==> config.mk <==
export PLATFORM = sky130hd
export DESIGN_NAME = uart_rx_buffer
export DESIGN_NICKNAME = d
export VERILOG_FILES = /design/src/rtl/uart_pkg.sv /design/src/rtl/rx_fifo.sv /design/src/rtl/uart_rx_buffer.sv
export SDC_FILE = /design/constraint.sdc
export NUM_CORES = 1
export LEC_CHECK = 0
export BUFFER_PORTS_ARGS = -buffer_cell sky130_fd_sc_hd__buf_2
export CORE_UTILIZATION = 61
export CTS_CLUSTER_SIZE = 24
export DETAILED_ROUTE_END_ITERATION = 6
export GPL_ROUTABILITY_DRIVEN = 0
export PLACE_DENSITY = 0.79
export SYNTH_ARGS = -nofsm -noshare
export SYNTH_HDL_FRONTEND = slang
export SYNTH_SLANG_ARGS = --single-unit
==> constraint.sdc <==
create_clock -name clk -period 3.1 [get_ports clk]
set_input_delay 0.93 -clock clk [delete_from_list [all_inputs] [get_ports clk]]
set_output_delay 0.93 -clock clk [all_outputs]
set_load 0.01 [all_outputs]
==> src/rtl/uart_pkg.sv <==
// Constants shared by the UART receive and transmit paths: frame shape,
// default bit timing and the receiver FSM state encoding.
package uart_pkg;

  // 100 MHz system clock / 9600 baud.
  localparam int DEFAULT_CLKS_PER_BIT = 10416;

  localparam int   DATA_BITS  = 8;
  localparam logic STOP_LEVEL = 1'b1;

  typedef logic [DATA_BITS-1:0] rx_byte_t;

  localparam logic [2:0] ST_IDLE  = 3'd0;
  localparam logic [2:0] ST_START = 3'd1;
  localparam logic [2:0] ST_DATA  = 3'd2;
  localparam logic [2:0] ST_STOP  = 3'd3;
  localparam logic [2:0] ST_BREAK = 3'd4;

endpackage

==> src/rtl/rx_fifo.sv <==
// First-word-fall-through circular FIFO for received bytes. Pointers carry
// one extra MSB so that full and empty can be told apart.
module rx_fifo #(
  parameter int DEPTH = 8,
  parameter int WIDTH = 8
) (
  input  logic             clk,
  input  logic             reset,
  input  logic             push,
  input  logic [WIDTH-1:0] din,
  input  logic             pop,
  output logic [WIDTH-1:0] dout,
  output logic             empty,
  output logic             full
);

  localparam int AW = $clog2(DEPTH);

  logic [WIDTH-1:0] mem_q [DEPTH];
  logic [AW:0]      wrPtr_q, wrPtr_d;
  logic [AW:0]      rdPtr_q, rdPtr_d;
  logic             doPush, doPop;

  assign empty = (wrPtr_q == rdPtr_q);
  assign full  = (wrPtr_q[AW] != rdPtr_q[AW]) &&
                 (wrPtr_q[AW-1:0] == rdPtr_q[AW-1:0]);

  // A pop in the same cycle frees the slot, so a push into a full FIFO succeeds.
  assign doPop  = pop && !empty;
  assign doPush = push && (!full || doPop);

  assign wrPtr_d = doPush ? wrPtr_q + 1'b1 : wrPtr_q;
  assign rdPtr_d = doPop  ? rdPtr_q + 1'b1 : rdPtr_q;

  always_ff @(posedge clk) begin
    if (!reset) begin
      wrPtr_q <= '0;
      rdPtr_q <= '0;
    end else begin
      wrPtr_q <= wrPtr_d;
      rdPtr_q <= rdPtr_d;
    end
  end

  always_ff @(posedge clk) begin
    if (doPush) begin
      mem_q[wrPtr_q[AW-1:0]] <= din;
    end
  end

  // Storage is not reset; the head reads as zero whenever nothing is queued.
  assign dout = empty ? '0 : mem_q[rdPtr_q[AW-1:0]];

endmodule

==> src/rtl/uart_rx_buffer.sv <==
// 8N1 UART receiver: synchronizes the RX pin, deserializes frames, checks the
// stop bit and queues good bytes in a small FWFT FIFO for downstream readers.
module uart_rx_buffer
  import uart_pkg::*;
#(
  parameter int CLKS_PER_BIT = DEFAULT_CLKS_PER_BIT,
  parameter int FIFO_DEPTH   = 8
) (
  input  logic       clk,
  input  logic       reset,
  input  logic       signal_in,
  input  logic       rd_en,
  output logic [7:0] ascii_out,
  output logic       data_ready,
  output logic       frame_err,
  output logic       overrun
);

  localparam int CW = $clog2(CLKS_PER_BIT);
  localparam int IW = $clog2(DATA_BITS);

  localparam logic [CW-1:0] HALF_BIT_LAST = CW'(CLKS_PER_BIT/2 - 1);
  localparam logic [CW-1:0] FULL_BIT_LAST = CW'(CLKS_PER_BIT - 1);
  localparam logic [IW-1:0] LAST_DATA_BIT = IW'(DATA_BITS - 1);

  logic          rxSync1_q, rxSync2_q;
  logic          rxS;
  logic [2:0]    state_q, state_d;
  logic [CW-1:0] bitCnt_q, bitCnt_d;
  logic [IW-1:0] bitIdx_q, bitIdx_d;
  rx_byte_t      shift_q, shift_d;
  logic          frameErr_q, frameErr_d;
  logic          overrun_q, overrun_d;
  logic          pushByte;
  logic          fifoEmpty, fifoFull;

  // Two-flop synchronizer; idles high so reset does not look like a start bit.
  always_ff @(posedge clk) begin
    if (!reset) begin
      rxSync1_q <= 1'b1;
      rxSync2_q <= 1'b1;
    end else begin
      rxSync1_q <= signal_in;
      rxSync2_q <= rxSync1_q;
    end
  end

  assign rxS = rxSync2_q;

  always_comb begin
    state_d    = state_q;
    bitCnt_d   = bitCnt_q + 1'b1;
    bitIdx_d   = bitIdx_q;
    shift_d    = shift_q;
    pushByte   = 1'b0;
    frameErr_d = 1'b0;
    case (state_q)
      ST_IDLE: begin
        bitCnt_d = '0;
        if (!rxS) begin
          state_d = ST_START;
        end
      end
      ST_START: begin
        // Re-check mid start bit; a line already high again was only a glitch.
        if (bitCnt_q == HALF_BIT_LAST) begin
          bitCnt_d = '0;
          bitIdx_d = '0;
          state_d  = rxS ? ST_IDLE : ST_DATA;
        end
      end
      ST_DATA: begin
        if (bitCnt_q == FULL_BIT_LAST) begin
          bitCnt_d = '0;
          shift_d  = {rxS, shift_q[DATA_BITS-1:1]};
          if (bitIdx_q == LAST_DATA_BIT) begin
            state_d = ST_STOP;
          end else begin
            bitIdx_d = bitIdx_q + 1'b1;
          end
        end
      end
      ST_STOP: begin
        if (bitCnt_q == FULL_BIT_LAST) begin
          bitCnt_d = '0;
          if (rxS == STOP_LEVEL) begin
            pushByte = 1'b1;
            state_d  = ST_IDLE;
          end else begin
            frameErr_d = 1'b1;
            state_d    = ST_BREAK;
          end
        end
      end
      ST_BREAK: begin
        // A held-low line must not be taken for a stream of new start bits.
        bitCnt_d = '0;
        if (rxS) begin
          state_d = ST_IDLE;
        end
      end
      default: begin
        bitCnt_d = '0;
        state_d  = ST_IDLE;
      end
    endcase
  end

  assign overrun_d = pushByte && fifoFull && !(rd_en && data_ready);

  always_ff @(posedge clk) begin
    if (!reset) begin
      state_q    <= ST_IDLE;
      bitCnt_q   <= '0;
      bitIdx_q   <= '0;
      shift_q    <= '0;
      frameErr_q <= 1'b0;
      overrun_q  <= 1'b0;
    end else begin
      state_q    <= state_d;
      bitCnt_q   <= bitCnt_d;
      bitIdx_q   <= bitIdx_d;
      shift_q    <= shift_d;
      frameErr_q <= frameErr_d;
      overrun_q  <= overrun_d;
    end
  end

  rx_fifo #(
    .DEPTH (FIFO_DEPTH),
    .WIDTH (DATA_BITS)
  ) u_rx_fifo (
    .clk   (clk),
    .reset (reset),
    .push  (pushByte),
    .din   (shift_d),
    .pop   (rd_en),
    .dout  (ascii_out),
    .empty (fifoEmpty),
    .full  (fifoFull)
  );

  assign data_ready = !fifoEmpty;
  assign frame_err  = frameErr_q;
  assign overrun    = overrun_q;

endmodule

# After elaboration in Yosys (flattened, before gate mapping)
# Memories as Yosys holds them, arrays and structs flattened. A register that Yosys moved wholly into a read port is not among the register bits.
# Cells that the tools add are included.
[word_totals]
register_bits = 40
ram_bits = 64
in_bits = 4
output_inout_bits = 11
wordCells = 74
memories = 1
[memory_table]
columns = ["name", "words", "word_bits", "rd", "rd_ports_with_merged_regs", "write_ports", "line_no", "source"]
rows = [
  ["u_rx_fifo.mem_q", 8, 8, 1, 1, 1, "rx_fifo.sv:19", "logic [WIDTH-1:0] mem_q [DEPTH];"],
]
[op_classes]
addsub = 4
n_eq_ne = 17
mux = 27
n_reduce_logical = 15
[op_table]
columns = ["op", "count"]
rows = [
  ["2-to-1 mux 3 bit", 12],
  ["2-to-1 mux 14 bit", 2],
  ["one-hot mux 14 bit (2 select lines)", 1],
  ["2-to-1 mux 8 bit", 3],
  ["one-hot mux 3 bit (5 select lines)", 1],
  ["adder 14 x 1 -> 14 bit, second input constant", 1],
  ["equality test 14 x 13 -> 1 bit, second input constant", 1],
  ["equality test 14 bit, second input constant", 1],
  ["!= test 2 bit, second input constant", 7],
  ["adder 4 x 1 -> 4 bit, second input constant", 2],
  ["equality test 3 x 2 -> 1 bit, second input constant", 2],
  ["equality test 3 bit, second input constant", 2],
  ["2-to-1 mux 1 bit", 6],
  ["one-hot mux 3 bit (2 select lines)", 1],
  ["AND reduction 6 bit", 1],
  ["logical AND 1 bit", 5],
  ["equality test 4 bit", 1],
  ["AND reduction 4 bit", 1],
  ["adder 3 x 1 -> 3 bit, second input constant", 1],
  ["equality test 3 x 1 -> 1 bit, second input constant", 1],
  ["equality test 3 bit", 1],
  ["zero test 1 bit", 3],
  ["zero test 3 bit", 1],
  ["AND reduction 3 bit", 1],
  ["other kinds (5)", 5],
]

# Depth between registers and ports, before layout
# Gate-level depths: netlist of run 1.
[logic_depth]
word_depth = 7
depth_mapped = 6
mapped_depth_nobuf = 5

# Modules after synthesis
# A second synthesis of run 1 with hierarchy kept.
[unflattened]
hier_cells = 330
hier_area_um2 = 4645.7
[modules_own_cells]
columns = ["module", "n_inst", "cells_per_inst", "area_each_um2"]
rows = [
  ["rx_fifo", 1, 173, 3088.0],
  ["uart_rx_buffer", 1, 157, 1557.7],
]

# Least setup slack after synthesis of run 1
# Ideal clock, no wire load.
[synth_timing]
path_kind = "flip-flop to output port"
startpoint = "register with a tool-made name"
endpoint = "output port ascii_out[5]"
t_arrival_ns = 1.738
required_time_ns = 2.170
slack_ns = 0.432
path_stages_with_launch = 6
path_cell_list = "dfxtp_1 -> clkbuf_1 -> buf_2 -> mux4_2 -> mux2i_1 -> nor2_1"
[synth_rtl]
columns = ["element", "line_no", "source"]
rows = [
  ["end, declared", "uart_rx_buffer.sv:13", "output logic [7:0] ascii_out,"],
]

==> results.sh, run 1 <==
export IMPL_status="completed"
export IMPL_wl_per_cell_um=16.8
export IMPL_end_kind="output pin"
export IMPL_detail_route_antenna_nets=0
export IMPL_worstSkewPairLatency_ns=0.35
export IMPL_period_share_pct=90.7
export IMPL_grt_pass1_vias=2553
export IMPL_dpl_hpwl_um=5300
export IMPL_netlist_area_sq_um=4530
export IMPL_max_clock_path_buffers=2
export IMPL_pwr_share_comb_pct=0.9
export IMPL_relSlewSlack_pct=48.7
export IMPL_maxSlewViolCount=0
export IMPL_initial_utilization_pct=62.7
export IMPL_grtUsageTotal_pct=21.8
export IMPL_synth_top_family_by_area="simple AND/OR/NAND/NOR gates"
export IMPL_stdcell_area_sq_um=4890
export IMPL_area_growth_pct=8.07
export IMPL_grt_met2_usage_pct=38.1
export IMPL_final_hold_viol_count=0
export IMPL_diodes=0
export IMPL_worstPathRequired_ns=2.17
export IMPL_synthAdderAreaFrac_pct=1.38
export IMPL_power_total_mw=2.29
export IMPL_p_clk_share_pct=34.1
export IMPL_cp_start_kind="flop"
export IMPL_power_density_nw_per_um2=469
export IMPL_pwr_share_seq_pct=65.0
export IMPL_rrSetupSlack_ns=0.46
export IMPL_layout_nets=353
export IMPL_synthSimpleGateAreaFrac_pct=15.7
export IMPL_htree_levels=3
export IMPL_die_w_um=88.1
export IMPL_drt_total_wl_um=7540
export IMPL_multi_input_area_sq_um=1670
export IMPL_final_setup_skew_ns=0.00799
export IMPL_regArea_sq_um=2780
export IMPL_syn_inst=328
export IMPL_vdd_ir_drop_max_mv=0.325
export IMPL_p_leak_nw=1.65
export IMPL_cts_buffers=9
export IMPL_synth_xor_area_share_pct=3.10
export IMPL_synth_fp_nets=337
export IMPL_switchingPower_uw=492
export IMPL_vias=2591
export IMPL_drc_errors=0
export IMPL_synth_area_mux_share_pct=13.5
export IMPL_finalSetupViolations=0
export IMPL_dpl_cell_area_sq_um=4710
export IMPL_rows=31
export IMPL_core_area_sq_um=7210
export IMPL_grt_pass1_wl_um=12600
export IMPL_synthDistinctLibCells=48
export IMPL_path_class="reg -> out"
export IMPL_grt_max_degree=21
export IMPL_period_needed_ns=2.81
export IMPL_async_reset_ff_share_pct=0
export IMPL_max_freq_mhz=355
export IMPL_grt_use_met1_pct=28.0
export IMPL_hold_class="reg -> reg"
export IMPL_synth_compound_area_share_pct=3.04
export IMPL_cp_data_arrival_time_ns=1.88
export IMPL_min_path_cells=1
export IMPL_synth_area_per_cell_sq_um=13.8
export IMPL_ioPinCount=15
export IMPL_drt_iter0_markers=87
export IMPL_fillerInstances=526
export IMPL_viasPerCell=5.78
export IMPL_timing_final_ws_setup_ns=0.287
export IMPL_ys_ff_latch=107
export IMPL_drive_gt1_share_pct=18.6
export IMPL_top_usage_layer="met2"
export IMPL_cts_setup_buffers=0
export IMPL_design_die_area_sq_um=7770
export IMPL_worstMarginPinSlew_ns=0.767
export IMPL_worst_path_max_fanout=16
export IMPL_synth_edf_count=64
export IMPL_rsz0062_at_grt="false"
export IMPL_ctsRootBufferMaster="clkbuf_8"
export IMPL_max_cap_viol_count=0
export IMPL_swShare_pct=21.4
export IMPL_reg2reg_depth=5
export IMPL_first_pass_iters=4
export IMPL_numPortBuffers=14
export IMPL_die_y_um=88.1
export IMPL_yosysSeqAreaShare_pct=61.5
export IMPL_hold_buffers=0
export IMPL_clk_pin_slew_ns=0.10
export IMPL_finalSetupTns_ns=0
export IMPL_ys_warn_count=0
export IMPL_cts_sinks=107
export IMPL_cts_resized_gates=0
export IMPL_grt_util_met3_pct=3.11
export IMPL_power_internal_mw=1.80
export IMPL_synth_main_ff_cell="edfxtp_1"
export IMPL_place_ws_ns=0.411
export IMPL_tritoncts="done"
export IMPL_antenna_found_initial=0
export IMPL_grt_ovfl_total=0
## through the flow
stage / hold slack [ns] / utilization [%] / std cells
3_5_place_dp: 0.395 / 65.2 / 432
5_1_grt: 0.439 / 67.8 / 448
4_1_cts: 0.419 / 67.8 / 448
3_3_place_gp: 0.389 / 65.2 / 432
2_1_floorplan: 0.386 / - / 328
6_report: 0.414 / 67.8 / 448
## sequential cells by signal (all words and copies together), names as in the netlist, named ones only
| signal | flops |
|---|---|
| u_rx_fifo.rdPtr_q | 4 |
| u_rx_fifo.wrPtr_q | 4 |
| rxSync1_q | 1 |
| state_q | 3 |
| shift_q | 8 |
| u_rx_fifo.mem_q | 64 |
| bitCnt_q | 14 |
| overrun | 1 |
| frame_err | 1 |
| rxS | 1 |
| bitIdx_q | 3 |
## cells by family after synthesis
kind of cell,Yosys count
AOI/OAI and AO/OA,17
and+or+nand+nor,123
buffers and inverters,20
xor gates and xnor gates,16
adders and majority gates,5
DFF,107
muxes,40
## worst max-delay path: stages (launching register included)
cell and delay [ns]:
dfxtp_1 0.32, buf_4 0.30, mux4_2 0.55, mux2i_1 0.16
nor2_1 0.05, buf_2 0.14
## power groups by stage
stage	registers [mW]	clock network (mW)	logic (mW)
after floorplan	1.52	0	0.0150
after global placement	1.52	0	0.0202
after detailed placement	1.52	0	0.0208
after CTS	1.49	0.799	0.0208
after global routing	1.49	0.852	0.0234
final	1.49	0.782	0.0207
## path summary, 6_finish.rpt
check | startpoint | endpoint
worst max-delay path | flop | ascii_out[0]
worst min register to register | rxSync1_q | rxS
worst min-delay path | rxSync1_q | rxS
worst max register to register | bitCnt_q[0] | u_rx_fifo.mem_q[4][1]
## final cells by class
| type | count | area share (%) |
|---|---|---|
| clock inverter | 7 | 1.23 |
| timing repair buffer | 20 | 2.35 |
| inverter | 5 | 0.384 |
| sequential | 107 | 56.9 |
| tap | 99 | 2.53 |
| multi-input combinational | 201 | 34.1 |
| clock buffer | 9 | 2.53 |
## synth_stat cells (all sizes together), types with 2 or more instances
cell type | number | area (sq um)
a211oi | 4 | 30.0
nand3 | 7 | 35.0
xor2 | 5 | 43.8
dfxtp | 43 | 861
nor2b | 4 | 25.0
edfxtp | 64 | 1920
o21ai | 4 | 20.0
mux2 | 8 | 90.1
xnor2 | 11 | 96.3
and2 | 12 | 75.1
or3 | 3 | 18.8
and3 | 2 | 12.5
nand2 | 18 | 67.6
inv | 5 | 18.8
a21boi | 3 | 22.5
nor2 | 17 | 63.8
clkbuf | 8 | 30.0
and4b | 2 | 20.0
nor3 | 19 | 95.1
and3b | 2 | 17.5
mux4 | 16 | 360
nand4 | 10 | 62.6
nor4 | 6 | 37.5
nand2b | 9 | 56.3
nor4b | 2 | 30.0
ha | 5 | 62.6
mux2i | 16 | 160
buf | 7 | 33.8
## cell usage in the layout, fill, tap and decap left out, types with 2 or more instances in the layout
cell type and count:
edfxtp_1 64, dfxtp_1 43, nor3_1 19, nand2_1 18, nor2_1 17, mux4_2 16
mux2i_1 16, buf_2 14, and2_1 12, xnor2_1 11, nand4_1 10, nand2b_1 9
clkbuf_8 9, mux2_2 7, nand3_1 7, buf_4 6, xor2_1 5, inv_1 5
nor4_1 5, ha_1 5, nor2b_1 4, a211oi_1 4, o21ai_0 4, or3_1 3
nor4b_2 2, and4b_1 2, and3b_1 2, and3_1 2, a21boi_0 2, inv_8 2
clkinvlp_4 2
## routing by layer
metal,up-vias,part of all wire [%],wire (um)
met4,0,1.2,89
met3,8,2.2,166
met1,1282,45,3390
li1,1262,-,-
met5,-,0,0
met2,39,52,3890
(Power assumes the default switching activity.)
==> inputs of run 2 (changes only) <==
Settings changed: CORE_UTILIZATION 61 to 40, PLACE_DENSITY 0.79 to not set.
==> results.sh, run 2 (synthesis gave the netlist of run 1 again) <==
export IMPL_status="completed"
export IMPL_worst_path_max_fanout=16
export IMPL_dp_cells=474
export IMPL_final_setup_skew_ns=0.00884
export IMPL_clk_pin_slew_ns=0.07
export IMPL_first_pass_iters=4
export IMPL_diodes=0
export IMPL_detail_route_antenna_nets=0
export IMPL_tritoncts="done"
export IMPL_fillerInstances=990
export IMPL_power_internal_mw=2.13
export IMPL_hold_buffers=0
export IMPL_layout_nets=354
export IMPL_p_clk_share_pct=42.9
export IMPL_cts_sinks=107
export IMPL_grt_pass1_wl_um=13100
export IMPL_core_area_sq_um=10900
export IMPL_die_y_um=108
export IMPL_cts_setup_buffers=0
export IMPL_drt_total_wl_um=8180
export IMPL_max_cap_viol_count=0
export IMPL_grtUsageTotal_pct=15.1
export IMPL_initial_utilization_pct=41.4
export IMPL_end_kind="output pin"
export IMPL_numPortBuffers=14
export IMPL_vias=2556
export IMPL_largest_reg_flops=64
export IMPL_cts_buffers=9
export IMPL_pwr_share_seq_pct=56.3
export IMPL_finalNonFillerCells=490
export IMPL_worstMarginPinSlew_ns=0.754
export IMPL_grt_pass1_vias=2496
export IMPL_drive_gt1_share_pct=18.6
export IMPL_worstPathRequired_ns=2.17
export IMPL_pwr_share_comb_pct=0.8
export IMPL_grt_util_met3_pct=3.56
export IMPL_worstSkewPairLatency_ns=0.34
export IMPL_viasPerCell=5.22
export IMPL_htree_levels=3
export IMPL_wl_per_cell_um=16.7
export IMPL_ioPinCount=15
export IMPL_antenna_found_initial=0
export IMPL_swShare_pct=19.6
export IMPL_switchingPower_uw=520
export IMPL_finalSetupTns_ns=0
export IMPL_vdd_ir_drop_max_mv=0.262
export IMPL_min_path_cells=1
export IMPL_finalSetupViolations=0
export IMPL_period_share_pct=90.6
export IMPL_period_needed_ns=2.81
export IMPL_rsz0062_at_grt="false"
export IMPL_grt_use_met1_pct=18.7
export IMPL_drt_iter0_markers=72
export IMPL_relSlewSlack_pct=49.6
export IMPL_final_cell_mix="edfxtp_1 (64), dfxtp_1 (43), nor3_1 (19)"
export IMPL_top_usage_layer="met2"
export IMPL_dpl_hpwl_um=5650
export IMPL_final_common_cell="edfxtp_1"
export IMPL_cp_data_arrival_time_ns=1.88
export IMPL_power_density_nw_per_um2=523
export IMPL_grt_met2_usage_pct=26.0
export IMPL_maxSlewViolCount=0
export IMPL_design_die_area_sq_um=11700
export IMPL_max_clock_path_buffers=2
export IMPL_rows=38
export IMPL_cts_resized_gates=0
export IMPL_die_w_um=108
export IMPL_p_leak_nw=1.71
export IMPL_path_class="reg -> out"
export IMPL_ctsRootBufferMaster="clkbuf_16"
export IMPL_max_freq_mhz=356
export IMPL_hold_class="reg -> reg"
export IMPL_final_hold_viol_count=0
export IMPL_reg2reg_depth=4
export IMPL_cp_start_kind="flop"
export IMPL_area_growth_pct=12.0
export IMPL_grt_max_degree=24
export IMPL_grt_ovfl_total=0
export IMPL_drc_errors=0
run 2: changes by cell type in the layout (fill, tap and decap cells not counted), sizes merged:
cell,before,now
inv,8,6
buf,20,21
bufinv,0,1
clkbuf,9,10
run 2: worst max-delay path: stages, from the launching register on:
cell	delay, ns
dfxtp_1	0.31
buf_4	0.31
mux4_2	0.56
mux2i_1	0.15
nor2_1	0.07
buf_2	0.14
run 2: layout make-up:
cell class,instances,area (sq um),area share (%)
clock buffer,10,229,4.52
clock inverter,6,73.8,1.46
inverter,5,18.8,0.370
multi-input combinational,201,1670,32.9
sequential,107,2780,54.9
tap,140,175,3.46
timing repair buffer,21,123,2.42
run 2: metal layers:
layer / part of all wire, % / wire length, um
met2: 50 / 4080
met3: 3.5 / 286
met1: 45 / 3700
met5: 0 / 0
met4: 1.3 / 105
run 2: final timing paths:
check                           slack, ns                     to        from
worst min register to register       0.41                    rxS   rxSync1_q
worst max register to register       0.53  u_rx_fifo.mem_q[6][3]  state_q[1]
worst max-delay path                 0.29           ascii_out[4]        flop
worst min-delay path                 0.41                    rxS   rxSync1_q
run 2: through the flow:
| stage | utilization, % | worst slack (ns) | hold slack (ns) | power [mW] | area [sq um] |
|---|---|---|---|---|---|
| global placement | 43.6 | 0.398 | 0.394 | 1.55 | 4770 |
| floorplan | - | 0.432 | 0.386 | 1.54 | 4530 |
| finish | 46.4 | 0.292 | 0.410 | 2.65 | 5070 |
| detailed placement | 43.6 | 0.364 | 0.396 | 1.55 | 4770 |
| CTS | 46.4 | 0.237 | 0.413 | 2.68 | 5070 |
| global route | 46.4 | 0.153 | 0.421 | 2.74 | 5070 |
run 2: power by group through the flow:
stage | combinational (mW) | clock, mW | sequential (mW)
finish | 0.0214 | 1.14 | 1.49
global route | 0.0237 | 1.22 | 1.49
floorplan | 0.0150 | 0 | 1.52
CTS | 0.0217 | 1.16 | 1.49
global placement | 0.0211 | 0 | 1.52
detailed placement | 0.0216 | 0 | 1.52
==> inputs of run 3 (changes only) <==
Settings changed: REMOVE_ABC_BUFFERS set to 1.
==> results.sh, run 3 (synthesis gave the netlist of run 1 again) <==
export IMPL_cts_setup_buffers=0
export IMPL_ioPinCount=15
export IMPL_wl_per_cell_um=16.5
export IMPL_antenna_found_initial=0
export IMPL_viasPerCell=5.36
export IMPL_die_w_um=108
export IMPL_pwr_share_comb_pct=0.8
export IMPL_die_y_um=108
export IMPL_drt_iter0_markers=95
export IMPL_max_clock_path_buffers=2
export IMPL_grt_pass1_vias=2669
export IMPL_grt_ovfl_total=0
export IMPL_drive_gt1_share_pct=18.6
export IMPL_area_growth_pct=11.8
export IMPL_status="completed"
export IMPL_cp_start_kind="flop"
export IMPL_final_hold_viol_count=0
export IMPL_finalSetupTns_ns=0
export IMPL_period_needed_ns=2.80
export IMPL_rows=38
export IMPL_cts_resized_gates=0
export IMPL_period_share_pct=90.3
export IMPL_tritoncts="done"
export IMPL_max_cap_viol_count=0
export IMPL_grt_max_degree=21
export IMPL_worst_path_max_fanout=16
export IMPL_vias=2622
export IMPL_cts_buffers=9
export IMPL_power_density_nw_per_um2=523
export IMPL_fillerInstances=1023
export IMPL_layout_nets=353
export IMPL_drt_total_wl_um=8050
export IMPL_swShare_pct=21.0
export IMPL_htree_levels=3
export IMPL_power_internal_mw=2.09
export IMPL_largest_reg_flops=64
export IMPL_path_class="reg -> out"
export IMPL_detail_route_antenna_nets=0
export IMPL_final_common_cell="edfxtp_1"
export IMPL_switchingPower_uw=556
export IMPL_design_die_area_sq_um=11700
export IMPL_maxSlewViolCount=0
export IMPL_dpl_hpwl_um=5500
export IMPL_worstSkewPairLatency_ns=0.34
export IMPL_cp_data_arrival_time_ns=1.87
export IMPL_worstPathRequired_ns=2.17
export IMPL_finalSetupViolations=0
export IMPL_cts_sinks=107
export IMPL_pwr_share_seq_pct=56.4
export IMPL_initial_utilization_pct=41.4
export IMPL_core_area_sq_um=10900
export IMPL_first_pass_iters=5
export IMPL_clk_pin_slew_ns=0.07
export IMPL_final_setup_skew_ns=0.00963
export IMPL_final_cell_mix="edfxtp_1 (64), dfxtp_1 (43), nor3_1 (19)"
export IMPL_p_leak_nw=1.71
export IMPL_timing_final_ws_setup_ns=0.300
export IMPL_grtUsageTotal_pct=15.1
export IMPL_hold_buffers=0
export IMPL_hold_class="reg -> reg"
export IMPL_numPortBuffers=14
export IMPL_finalNonFillerCells=489
export IMPL_vdd_ir_drop_max_mv=0.270
export IMPL_max_freq_mhz=357
export IMPL_worstMarginPinSlew_ns=0.733
export IMPL_rsz0062_at_grt="false"
export IMPL_dp_cells=473
export IMPL_place_ws_ns=0.367
export IMPL_drc_errors=0
export IMPL_ctsRootBufferMaster="clkbuf_16"
export IMPL_grt_pass1_wl_um=13400
export IMPL_relSlewSlack_pct=51.0
export IMPL_p_clk_share_pct=42.8
export IMPL_diodes=0
export IMPL_end_kind="output pin"
-- run 3: changes by cell type in the layout (fill, tap and decap cells not counted) --
cell	change
inv_8	+2
clkbuf_8	+1
clkinv_4	-1
clkinvlp_4	-2
bufinv_16	-1
clkbuf_1	-1
buf_4	-1
inv_6	+2
-- run 3: area by class of cell --
cell class / count / area, sq um / area share (%)
clock inverter: 6 / 60.1 / 1.19
multi-input combinational: 201 / 1670 / 33.0
inverter: 5 / 18.8 / 0.371
clock buffer: 10 / 239 / 4.73
timing repair buffer: 20 / 115 / 2.28
tap: 140 / 175 / 3.46
sequential: 107 / 2780 / 55.0
-- run 3: worst paths after layout --
check              startpoint               endpoint  slack [ns]  depth (start not counted)
hold / removal      rxSync1_q                    rxS        0.41                          1
setup / recovery         flop           ascii_out[7]        0.30                          5
setup reg to reg  bitCnt_q[0]  u_rx_fifo.mem_q[5][4]        0.52                          6
hold reg to reg     rxSync1_q                    rxS        0.41                          1
-- run 3: power by group through the flow --
stage | sequential (mW) | clock (mW) | combinational [mW]
floorplan | 1.52 | 0 | 0.00961
global placement | 1.52 | 0 | 0.0212
detailed placement | 1.52 | 0 | 0.0216
CTS | 1.49 | 1.16 | 0.0218
global route | 1.49 | 1.21 | 0.0243
finish | 1.49 | 1.13 | 0.0212
-- run 3: critical path, stage by stage (launching register included) --
cell     delay (ns)
dfxtp_1        0.31
buf_4          0.30
mux4_2         0.56
mux2i_1        0.15
nor2_1         0.06
buf_2          0.14
-- run 3: per-stage QoR --
stage	utilization [%]	total power [mW]	hold WS [ns]	cell area (sq um)
3_3_place_gp	43.5	1.55	0.390	4760
2_1_floorplan	-	1.53	0.386	4460
5_1_grt	46.2	2.73	0.438	5060
6_report	46.2	2.64	0.409	5060
4_1_cts	46.2	2.67	0.415	5060
3_5_place_dp	43.5	1.55	0.398	4760
-- run 3: routing by layer --
metal	up-vias	share of wire, %	GRT usage [%]
met5	-	0	0
met4	0	0.98	4.34
met3	7	1.8	2.95
met2	31	50	26.5
met1	1311	47	18.8
li1	1273	-	-
